==> config.mk <==
export PLATFORM = sky130hd
export DESIGN_NAME = ex_muldiv_unit
export DESIGN_NICKNAME = d
export VERILOG_FILES = /design/src/rtl/ex_muldiv_unit.sv
export SDC_FILE = /design/constraint.sdc
export NUM_CORES = 1
export LEC_CHECK = 0
export ABC_AREA = 1
export BUFFER_PORTS_ARGS = -buffer_cell sky130_fd_sc_hd__buf_4
export CORE_MARGIN = 8
export CORE_UTILIZATION = 45
export DETAILED_ROUTE_END_ITERATION = 16
export GPL_TIMING_DRIVEN = 0
export PLACE_DENSITY = 0.61
export SYNTH_ARGS = -nofsm -noshare
export SYNTH_HDL_FRONTEND = slang
export SYNTH_SLANG_ARGS = --single-unit
==> constraint.sdc <==
create_clock -name clk -period 11.7 [get_ports clk]
set_clock_uncertainty 0.15 [all_clocks]
set_input_delay 1.755 -clock clk [delete_from_list [all_inputs] [get_ports clk]]
set_output_delay 1.755 -clock clk [all_outputs]
set_load 0.01 [all_outputs]
==> src/rtl/ex_muldiv_unit.sv <==
// ex_muldiv_unit: iterative multiply/divide unit for the EX stage.
// MULT/MULTU use radix-2 shift-add and DIV/DIVU use restoring shift-subtract.
// Both work on operand magnitudes, one bit per cycle. The sign fix-up happens in
// a single FIX cycle, and the result lands in the private HI/LO registers.
module ex_muldiv_unit #(
  parameter int WIDTH = 32
) (
  input  logic             clk,
  input  logic             reset,
  input  logic             start,
  input  logic [1:0]       op,
  input  logic [WIDTH-1:0] SrcA_E,
  input  logic [WIDTH-1:0] SrcB_E,
  input  logic             hi_we,
  input  logic             lo_we,
  output logic             busy,
  output logic             done,
  output logic [WIDTH-1:0] HI,
  output logic [WIDTH-1:0] LO
);

  localparam int CNT_W = (WIDTH > 2) ? $clog2(WIDTH) : 1;
  localparam logic [CNT_W-1:0]   CNT_INIT = CNT_W'(WIDTH - 1);
  localparam logic [CNT_W-1:0]   CNT_ONE  = CNT_W'(1);
  localparam logic [WIDTH-1:0]   ONE_W    = WIDTH'(1);
  localparam logic [2*WIDTH-1:0] ONE_2W   = (2*WIDTH)'(1);

  typedef enum logic [2:0] {
    S_IDLE,
    S_MUL,
    S_DIV,
    S_FIX,
    S_DONE
  } state_t;

  state_t state, next_state;

  // Two's-complement negate when neg is set, used for magnitudes and sign fix-up
  function automatic logic [WIDTH-1:0] cond_neg(input logic [WIDTH-1:0] v, input logic neg);
    return neg ? (~v + ONE_W) : v;
  endfunction

  function automatic logic [2*WIDTH-1:0] cond_neg2(input logic [2*WIDTH-1:0] v, input logic neg);
    return neg ? (~v + ONE_2W) : v;
  endfunction

  logic [CNT_W-1:0] cnt;

  // Latched at start
  logic             is_div;
  logic             neg_res;     // product / quotient must be negated
  logic             neg_rem;     // remainder must be negated (dividend negative)
  logic             div_zero;
  logic [WIDTH-1:0] a_raw;       // raw dividend, returned in HI on divide by zero
  logic [WIDTH-1:0] opnd;        // multiplicand magnitude or divisor magnitude

  // Iteration state: MUL {acc_hi,acc_lo} = partial product / multiplier,
  // DIV acc_hi = partial remainder, acc_lo = dividend shifting into quotient
  logic [WIDTH-1:0] acc_hi;
  logic [WIDTH-1:0] acc_lo;

  // Start-cycle operand conditioning
  logic signed [WIDTH-1:0] a_s;
  logic signed [WIDTH-1:0] b_s;
  logic                    is_signed_op;
  logic                    a_neg;
  logic                    b_neg;
  logic [WIDTH-1:0]        mag_a;
  logic [WIDTH-1:0]        mag_b;

  assign a_s          = SrcA_E;
  assign b_s          = SrcB_E;
  assign is_signed_op = ~op[0];
  assign a_neg        = is_signed_op & a_s[WIDTH-1];
  assign b_neg        = is_signed_op & b_s[WIDTH-1];
  assign mag_a        = cond_neg(SrcA_E, a_neg);
  assign mag_b        = cond_neg(SrcB_E, b_neg);

  // Per-iteration arithmetic
  logic [WIDTH:0]   mul_sum;
  logic [WIDTH:0]   div_shift;
  logic             div_ge;
  logic [WIDTH-1:0] div_diff;
  logic [WIDTH-1:0] div_rem;

  assign mul_sum   = {1'b0, acc_hi} + (acc_lo[0] ? {1'b0, opnd} : {(WIDTH+1){1'b0}});
  assign div_shift = {acc_hi, acc_lo[WIDTH-1]};
  assign div_ge    = (div_shift >= {1'b0, opnd});
  assign div_diff  = div_shift[WIDTH-1:0] - opnd;
  assign div_rem   = div_ge ? div_diff : div_shift[WIDTH-1:0];

  // Sign fix-up and final result selection
  logic [2*WIDTH-1:0] prod_fix;
  logic [WIDTH-1:0]   fix_hi;
  logic [WIDTH-1:0]   fix_lo;

  assign prod_fix = cond_neg2({acc_hi, acc_lo}, neg_res);

  logic hilo_wr_ok;
  assign hilo_wr_ok = ((state == S_IDLE) && !start) || (state == S_DONE);

  // Select the signed, corrected result written to HI/LO in FIX
  always_comb begin
    fix_hi = prod_fix[2*WIDTH-1:WIDTH];
    fix_lo = prod_fix[WIDTH-1:0];
    if (is_div) begin
      if (div_zero) begin
        fix_hi = a_raw;
        fix_lo = '1;
      end else begin
        fix_hi = cond_neg(acc_hi, neg_rem);
        fix_lo = cond_neg(acc_lo, neg_res);
      end
    end
  end

  // State register
  always_ff @(posedge clk) begin
    if (reset) state <= S_IDLE;
    else       state <= next_state;
  end

  // Next-state and status outputs
  always_comb begin
    next_state = state;
    busy       = 1'b0;
    done       = 1'b0;
    case (state)
      S_IDLE: begin
        if (start) next_state = op[1] ? S_DIV : S_MUL;
      end
      S_MUL: begin
        busy = 1'b1;
        if (cnt == '0) next_state = S_FIX;
      end
      S_DIV: begin
        busy = 1'b1;
        if (cnt == '0) next_state = S_FIX;
      end
      S_FIX: begin
        busy       = 1'b1;
        next_state = S_DONE;
      end
      S_DONE: begin
        done       = 1'b1;
        next_state = S_IDLE;
      end
      default: next_state = S_IDLE;
    endcase
  end

  // Iteration counter: WIDTH steps, from WIDTH-1 down to 0
  always_ff @(posedge clk) begin
    if (reset) begin
      cnt <= '0;
    end else if ((state == S_IDLE) && start) begin
      cnt <= CNT_INIT;
    end else if (((state == S_MUL) || (state == S_DIV)) && (cnt != '0)) begin
      cnt <= cnt - CNT_ONE;
    end
  end

  // Operand latch at start, then one shift-add or shift-subtract step per cycle
  always_ff @(posedge clk) begin
    if ((state == S_IDLE) && start) begin
      is_div   <= op[1];
      neg_res  <= a_neg ^ b_neg;
      neg_rem  <= a_neg;
      div_zero <= (SrcB_E == '0);
      a_raw    <= SrcA_E;
      opnd     <= op[1] ? mag_b : mag_a;
      acc_hi   <= '0;
      acc_lo   <= op[1] ? mag_a : mag_b;
    end else if (state == S_MUL) begin
      acc_hi   <= mul_sum[WIDTH:1];
      acc_lo   <= {mul_sum[0], acc_lo[WIDTH-1:1]};
    end else if (state == S_DIV) begin
      acc_hi   <= div_rem;
      acc_lo   <= {acc_lo[WIDTH-2:0], div_ge};
    end
  end

  // HI/LO: result written at the FIX->DONE edge, MTHI/MTLO only when not busy
  always_ff @(posedge clk) begin
    if (reset) begin
      HI <= '0;
      LO <= '0;
    end else if (state == S_FIX) begin
      HI <= fix_hi;
      LO <= fix_lo;
    end else if (hilo_wr_ok) begin
      if (hi_we) HI <= SrcA_E;
      if (lo_we) LO <= SrcA_E;
    end
  end

endmodule

---- Word-level counts from Yosys, hierarchy flattened ----
Cells that the tools add are included.
word-level totals
  register bits after elaboration ......... 204
  bits of input ports ..................... 71
cells by class
  add/subtract/negate cells ............... 8
  multiplexer cells ....................... 32
  eq/ne operators ......................... 6
  bitwise logic cells ..................... 9
  magnitude comparators ................... 1
  reduce and logical (&&, ||, !) cells .... 21
operators by type and width
  kind                     number
  $mux W32                 23
  $add A32 B1 Y32 const B  4
  $not A32 Y32             4
  $add A64 B1 Y64 const B  1
  $mux W64                 1
  $not A64 Y64             1
  $add A32 B32 Y33         1
  $ge A33 B32 Y1           1
  $logic_not A32 Y1        1
  $sub A32 B32 Y32         1
  $mux W5                  2
  $reduce_bool A2 Y1       5
  $pmux W3 S3              1
  $eq A3 B2 Y1 const B     2
  $mux W3                  2
  $reduce_and A2 Y1        3
  $logic_not A5 Y1         1
  $reduce_bool A5 Y1       1
  $sub A5 B1 Y5 const B    1
  $eq A3 B1 Y1 const B     1
  $eq A3 B3 Y1 const B     1
  $logic_and A1 B1 Y1      3
  $logic_not A3 Y1         1
  $reduce_bool A3 Y1       1
  other kinds (11)         14

---- Logic depth before layout (Yosys ltp) ----
Gate-level depths: netlist of the first run.
  word-level depth ........................ 6
  gate-level depth with buffers ........... 19

---- Least setup slack after synthesis of the first run ----
No wires, ideal clock.
  path kind ............................... in2reg
  start ................................... in start
  end ..................................... reg acc_lo[20] (data pin)
  cell stages on the path ................. 4
  path buffers ............................ 1
  required time ........................... 11189 ps
  path slack .............................. 6896 ps
  arrival time ............................ 4293 ps
  cell sequence ........................... inv_1 nor2_2 clkbuf_1 o22ai_1
between the ends
  cells in the longest elaborated chain, start to end .. 2
RTL lines
  element                 RTL line  source
  start: declaration      10        input logic start,
  $logic_and A1 B1 Y1     165       if ((state == S_IDLE) && start) begin
  $mux W32                165
  end signal: assignment  173       acc_lo <= op[1] ? mag_a : mag_b;
  end signal: assignment  176       acc_lo <= {mul_sum[0], acc_lo[WIDTH-1:1]};
  end signal: assignment  179       acc_lo <= {acc_lo[WIDTH-2:0], div_ge};
  end: declaration        60        logic [WIDTH-1:0] acc_lo;
Every way passes these cells.
A chain may end at the register's enable or synchronous reset.

---- Worst setup path in the final report of the first run ----
  start ................................... in SrcA_E[0]
  end ..................................... reg acc_lo[18] (data pin)
between the ends
  cells in the longest elaborated chain, start to end .. 5
RTL lines
  element             RTL line  source
  start: declaration  12        input logic [WIDTH-1:0] SrcA_E,
  $not A32 Y32        40        return neg ? (~v + ONE_W) : v;
  $add A32 B1 Y32     40
  $mux W32            40
  $mux W32            173
  $mux W32            165
Every way passes these cells.

==> results of run 1 <==
[cell type report]
cell class,count,share of cell area
multi-input combinational,2569,0.558
sequential,204,0.228
inverter,435,0.0734
timing repair buffer,136,0.0468
clock buffer,37,0.0331
tap,585,0.0329
buffer,126,0.0237
clock inverter,9,0.00354
[per-layer routing]
metal | vias to the layer above | GRT usage | routed length (µm)
li1 | 11100 | - | -
met4 | 2 | 0.189 | 5940
met1 | 11300 | 0.503 | 40100
met5 | - | 0 | 51
met3 | 302 | 0.102 | 12500
met2 | 1724 | 0.563 | 41700
[metrics by stage]
stage                     hold WS (ns)  power (mW)   util  instances
after detailed placement         0.308        5.05  0.498       4055
final                            0.322        6.04  0.517       4101
after global placement           0.303        5.03  0.497       4054
after floorplan                  0.295        3.66      -       3334
after CTS                        0.316        5.85  0.517       4101
after global routing             0.332        6.35  0.517       4101
[how the worst min path moves through the flow]
stage                                   start                   to  slack, ns  cells past startpoint
final                     cnt[0]$_SDFFE_PP0P_  cnt[0]$_SDFFE_PP0P_       0.32                      2
after global routing      cnt[0]$_SDFFE_PP0P_  cnt[0]$_SDFFE_PP0P_       0.33                      2
after CTS                 cnt[0]$_SDFFE_PP0P_  cnt[0]$_SDFFE_PP0P_       0.32                      2
after detailed placement  cnt[0]$_SDFFE_PP0P_  cnt[0]$_SDFFE_PP0P_       0.31                      2
after global placement    cnt[0]$_SDFFE_PP0P_  cnt[0]$_SDFFE_PP0P_       0.30                      2
after floorplan           cnt[0]$_SDFFE_PP0P_  cnt[0]$_SDFFE_PP0P_       0.30                      2
[worst max-delay path: stages]
cell and delay (ns):
buf_4 0.14, inv_2 0.12, ha_1 0.18, nand3_1 0.18
nor2_1 0.28, nand2_1 0.15, nor2_1 0.19, inv_1 0.08
o21ai_0 0.19, xor2_1 0.54, a21oi_1 0.12, o21ai_0 0.20
nand2_1 0.08
[synth_stat cells, types with 4 or more instances]
| cell | count |
|---|---|
| nand2_1 | 975 |
| nor2_1 | 445 |
| inv_1 | 420 |
| o21ai_0 | 266 |
| nand3_1 | 250 |
| a21oi_1 | 218 |
| dfxtp_1 | 104 |
| edfxtp_1 | 100 |
| clkbuf_1 | 83 |
| xor2_1 | 76 |
| ha_1 | 70 |
| nand4_1 | 46 |
| nor3_1 | 31 |
| o211ai_1 | 26 |
| nand3b_1 | 23 |
| buf_2 | 22 |
| nor2_2 | 17 |
| buf_1 | 16 |
| inv_2 | 14 |
| a31oi_1 | 13 |
| o21ai_1 | 11 |
| o21bai_1 | 11 |
| nand2_2 | 10 |
| o22ai_1 | 10 |
| a21o_1 | 8 |
| o21a_1 | 6 |
| or2_2 | 6 |
| nor4_1 | 5 |
| and2_1 | 4 |
| nor3b_1 | 4 |
| xnor2_1 | 4 |
[logic make-up after synthesis]
| family | Yosys count | synth area share |
|---|---|---|
| AOI/OAI and AO/OA | 583 | 0.160 |
| xor gates and xnor gates | 80 | 0.0356 |
| adders and majority gates | 72 | 0.0466 |
| buffers and inverters | 561 | 0.110 |
| DFF | 204 | 0.259 |
| muxes | 1 | 0.000509 |
| and+or+nand+nor | 1833 | 0.389 |
[flip-flops by register name, summed over array words and instances, names as in the netlist, 3 cells and up]
register  count
LO           32
cnt           5
acc_lo       32
HI           32
acc_hi       32
opnd         32
a_raw        32
state         3
[power groups by stage]
stage / registers, mW / logic, mW / clock network (mW)
floorplan: 1.27 / 2.40 / 0
global route: 1.42 / 4.12 / 0.812
global placement: 1.41 / 3.62 / 0
CTS: 1.39 / 3.67 / 0.789
finish: 1.41 / 3.82 / 0.798
detailed placement: 1.40 / 3.65 / 0
==> results.md, run 1 <==
- Status: finished, final reports clean
- Distinct cells, synth: 51
- Cell area after layout: about 22000 µm²
- Critical path fanouts, max: 5
- Max-cap violations: 0
- Synth async-reset ratio: 0
- Largest net degree at the start of global routing: 67
- Comb pwr share: 0.634
- Clock buffer depth: 3
- Worst-path clk slew: around 0.060 ns
- Max transition margin: 0.382
- FMAX: 247 MHz
- Internal: 2.65 mW
- Hold-fix buffers, CTS: 0
- Syn nets: 3477
- Post-Syn Area per Cell: between 5 and 6 µm²
- Setup bufs post-CTS: 0
- Type of origin of the critical path: primary input
- Clk network pwr share: 0.132
- HPWL Detailed: approximately 83 mm
- Clk root buf: clkbuf_16
- Initial antenna violation count: 2
- RSZ-0062 raised after global routing: false
- Max Slew Vio Count: 0
- Layout fillers: between 4000 and 5000
- Footprint of the multi-input gates: ~12000 µm²
- R2r startpoint: acc_lo[0]$_DFFE_PP_
- Die Ht: 225 µm
- First-pass GRT wire length: roughly 140 mm
- Core Region: roughly 43000 µm²
- CP endpoint kind: flop
- Layout cell share with drive strength beyond 1: 0.0765
- Slew @ Worst Pin: 0.925 ns
- Initial core utilization: 0.456
- Vias in the first global route: approximately 22000
- Power Dens Cells: about 270 nW/µm²
- Skew-Pair Late Insertion Delay: 0.56 ns
- Reg2Reg Setup Slack: 7.78 ns
- Setup Viol. Count Final: 0
- Sequential power share: 0.234
- Remaining DRCs: 0
- Commonest non-fill, non-tap cell in the layout: nand2_1
- Hold Fails Final Rpt: 0
- Die width: roughly 230 µm
- # IOs: between 100 and 150
- Number of diodes: 0
- Synth top area share: 0.186
- Vias per cell: between 5 and 6
- Total gr overflow: 0
- Most area-consuming cells after synthesis: nand2_1 19%, edfxtp_1 15%, dfxtp_1 11%
- Synth Flop Type: dfxtp_1
- Post-route ant nets: 0
- WP data arrival: 4.20 ns
- Post-CTS Resized: 0
- Commonest cells after routing, fill and taps aside: 974 x nand2_1, 445 x nor2_1, 420 x inv_1
- All-Layer GR Usage: 0.379
- CTS H-tree depth: 1
- WL per Instance: around 24 µm
- Final Cycle Share: 0.346
- Crit path to: acc_lo[18]$_DFFE_PP_
- DR vias: approximately 24000
- Place WS: 7.17 ns
- DP Area: 21400 µm²
- Data required time at the worst endpoint: 11.85 ns
- Largest area contributor in the netlist: nand2_1
- R2R depth: 16
- Buffers on Ports: roughly 140
- FF/Latch Area: roughly 5100 µm²
- Cell leakage power: ~11 nW
- Clock Sinks: 204
- Switching Fraction: 0.561
- Std cell rows: 76
- Largest vdd supply drop: 0.129 mV
- CTS tree: done
- Total number of yosys warnings: 0
- Nets: 3640
- Die footprint: a little over 50000 µm²
- Iteration-0 DRC Markers: 4101
- R2R Path End: acc_hi[13]$_SDFFE_PP0P_
- Seq/Total Area, Yosys: 0.259
- Setup CP Type: primary input to flop
- Global placer's final weighted congestion: about 1.2
- #FFs+latches synth: between 200 and 250
- Mapped cell area: just under 20000 µm²
- Setup Total Neg Slack: 0 ns
- CTS buffer count: 25
- Final worst slack: between 7 and 8 ns
- EDFF count, synth: 100
- Crit path time final: just over 4 ns
- Min-Delay Path Class: flop to flop
- Setup crit start: SrcA_E[0]
- P_sw: approximately 3.4 mW
- Routed WL: between 100 and 150 mm
- Area growth syn-to-layout: 13.2%
- Post-Synthesis Cells: about 3300
- Drt first pass iters: 6
Power figures use the tool's default switching activity.
==> inputs of run 2 (changes only) <==
Clock period 11.7 ns to 4.03 ns, I/O delays scaled along.
==> run 2 against run 1 <==
  * Final cell count stayed put
  * First-iteration DRC count decreased by 1.3%
  * Setup slack worse by 7.5 ns
  * Via count grew 0.30%
  * Count of clock-buffer cells in the layout unchanged
  * Largest cell class unchanged
==> results.md, run 2 (synthesized netlist as in run 1, its figures left out) <==
- Buffers on Ports: 135 (unchanged)
- Routed WL: 100 mm (-0.15%)
- Cell leakage power: 10.9 nW (about the same)
- Commonest cells after routing, fill and taps aside: 974 x nand2_1, 445 x nor2_1, 420 x inv_1
- Nets: 3640 (unchanged)
- CTS tree: done
- Commonest non-fill, non-tap cell in the layout: nand2_1
- Type of origin of the critical path: flop
- Std cell rows: 76 (unchanged)
- Post-route ant nets: 0 (unchanged)
- Iteration-0 DRC Markers: 4047 (-1.3%)
- Remaining DRCs: 0 (unchanged)
- Setup Viol. Count Final: 0 (unchanged)
- First-pass GRT wire length: 143 mm (about the same)
- Min-Delay Path Class: primary input to flop
- Die footprint: 50600 µm² (unchanged)
- Total gr overflow: 0 (unchanged)
- Largest net degree at the start of global routing: 67 (unchanged)
- Critical path fanouts, max: 10 (+5)
- Drt first pass iters: 7 (+1)
- DR vias: 24500 (+0.30%)
- Max-cap violations: 0 (unchanged)
- Setup bufs post-CTS: 0 (unchanged)
- Post-CTS Resized: 0 (unchanged)
- Setup Total Neg Slack: 0 ns (unchanged)
- Data required time at the worst endpoint: 4.33 ns (-7.52 ns)
- Initial antenna violation count: 2 (unchanged)
- WP data arrival: 4.15 ns (-0.05 ns)
- Number of diodes: 0 (unchanged)
- Clock Sinks: 204 (unchanged)
- Layout fillers: 4578 (-0.022%)
- Core Region: 43100 µm² (unchanged)
- Hold-fix buffers, CTS: 0 (unchanged)
- # IOs: 137 (unchanged)
- Setup CP Type: flop to flop
- CP endpoint kind: flop
- Final Cycle Share: 0.955
- Vias per cell: 5.98 (+0.30%)
- All-Layer GR Usage: 0.380 (about the same)
- WL per Instance: 24.4 µm (-0.15%)
- Die width: 225 µm (unchanged)
- CTS H-tree depth: 1 (unchanged)
- Area growth syn-to-layout: 13.2% (about the same)
- Clock buffer depth: 3 (unchanged)
- Power Dens Cells: 787 nW/µm² (+190%)
- Global placer's final weighted congestion: 1.17 (unchanged)
- Skew-Pair Late Insertion Delay: 0.56 ns (about the same)
- Vias in the first global route: 22400 (-0.022%)
- Status: finished, final reports clean
- Crit path time final: around 3.8 ns
- HPWL Detailed: 82.8 mm (unchanged)
- Die Ht: 225 µm (unchanged)
- Initial core utilization: 0.456 (unchanged)
- Clk root buf: clkbuf_16
- Slew @ Worst Pin: 0.951 ns (+0.0266 ns)
- Largest vdd supply drop: 0.375 mV (+190%)
- Worst-path clk slew: 0.06 ns (about the same)
- Max transition margin: 0.364 (-0.0178)
- Final Power: 17.5 mW (+190%)
- Layout cell share with drive strength beyond 1: 0.0768 (+0.000284)
- RSZ-0062 raised after global routing: false
- Hold Fails Final Rpt: 0 (unchanged)
- FMAX: 260 MHz
- CTS buffer count: 25 (unchanged)
- Max Slew Vio Count: 0 (unchanged)
run 2: power breakdown:
group          internal [mW]  switching [mW]
clock network           1.33           0.979
logic                   3.27            7.83
registers               3.08            1.03
run 2: area by class of cell:
| type | instances | area (µm²) | share of cell area |
|---|---|---|---|
| plain buffers | 126 | 529 | 0.0238 |
| multi-input cells | 2569 | 12400 | 0.558 |
| clock buffers | 37 | 737 | 0.0331 |
| well taps | 585 | 732 | 0.0329 |
| inverters | 435 | 1630 | 0.0734 |
| clock inverters | 9 | 78.8 | 0.00354 |
| flip-flops and latches | 204 | 5080 | 0.228 |
| repair buffers | 136 | 1040 | 0.0468 |
run 2: final timing paths:
kind / from / endpoint / slack [ns] / cells past startpoint
max reg2reg: acc_lo[0]$_DFFE_PP_ / acc_hi[21]$_SDFFE_PP0P_ / 0.18 / 19
max: acc_lo[0]$_DFFE_PP_ / acc_hi[21]$_SDFFE_PP0P_ / 0.18 / 19
min: SrcA_E[3] / a_raw[3]$_DFFE_PP_ / 0.11 / 1
min reg2reg: cnt[0]$_SDFFE_PP0P_ / cnt[0]$_SDFFE_PP0P_ / 0.32 / 2
run 2: critical path: stages, from the launching register on:
cell and delay, ns:
edfxtp_1 0.31, buf_2 0.30, clkbuf_1 0.53, nand2_1 0.10
inv_1 0.08, ha_1 0.18, fa_1 0.37, nand3_1 0.11
nand2_1 0.28, nand3_1 0.11, nand2_1 0.22, nand3_1 0.11
nand2_1 0.26, nand2_1 0.13, nand2_1 0.08, nand2_1 0.05
nand3_1 0.17, nand3_1 0.11, nand2_1 0.07, inv_1 0.03
run 2: metal layers:
layer | global-route usage | wire length, µm
met4 | 0.187 | 6190
met5 | 0 | 69
met3 | 0.0998 | 12800
met2 | 0.563 | 41300
met1 | 0.505 | 39800
run 2: through the flow:
| step | hold slack, ns | utilization | area [µm²] | worst slack [ns] | instances |
|---|---|---|---|---|---|
| floorplan | 0.295 | - | 19700 | 0.299 | 3334 |
| global placement | 0.303 | 0.497 | 21400 | -1.38 | 4054 |
| detailed placement | 0.308 | 0.498 | 21400 | 0.285 | 4055 |
| CTS | 0.103 | 0.517 | 22300 | 0.265 | 4101 |
| global route | 0.113 | 0.517 | 22300 | 0.115 | 4101 |
| finish | 0.107 | 0.517 | 22300 | 0.181 | 4101 |
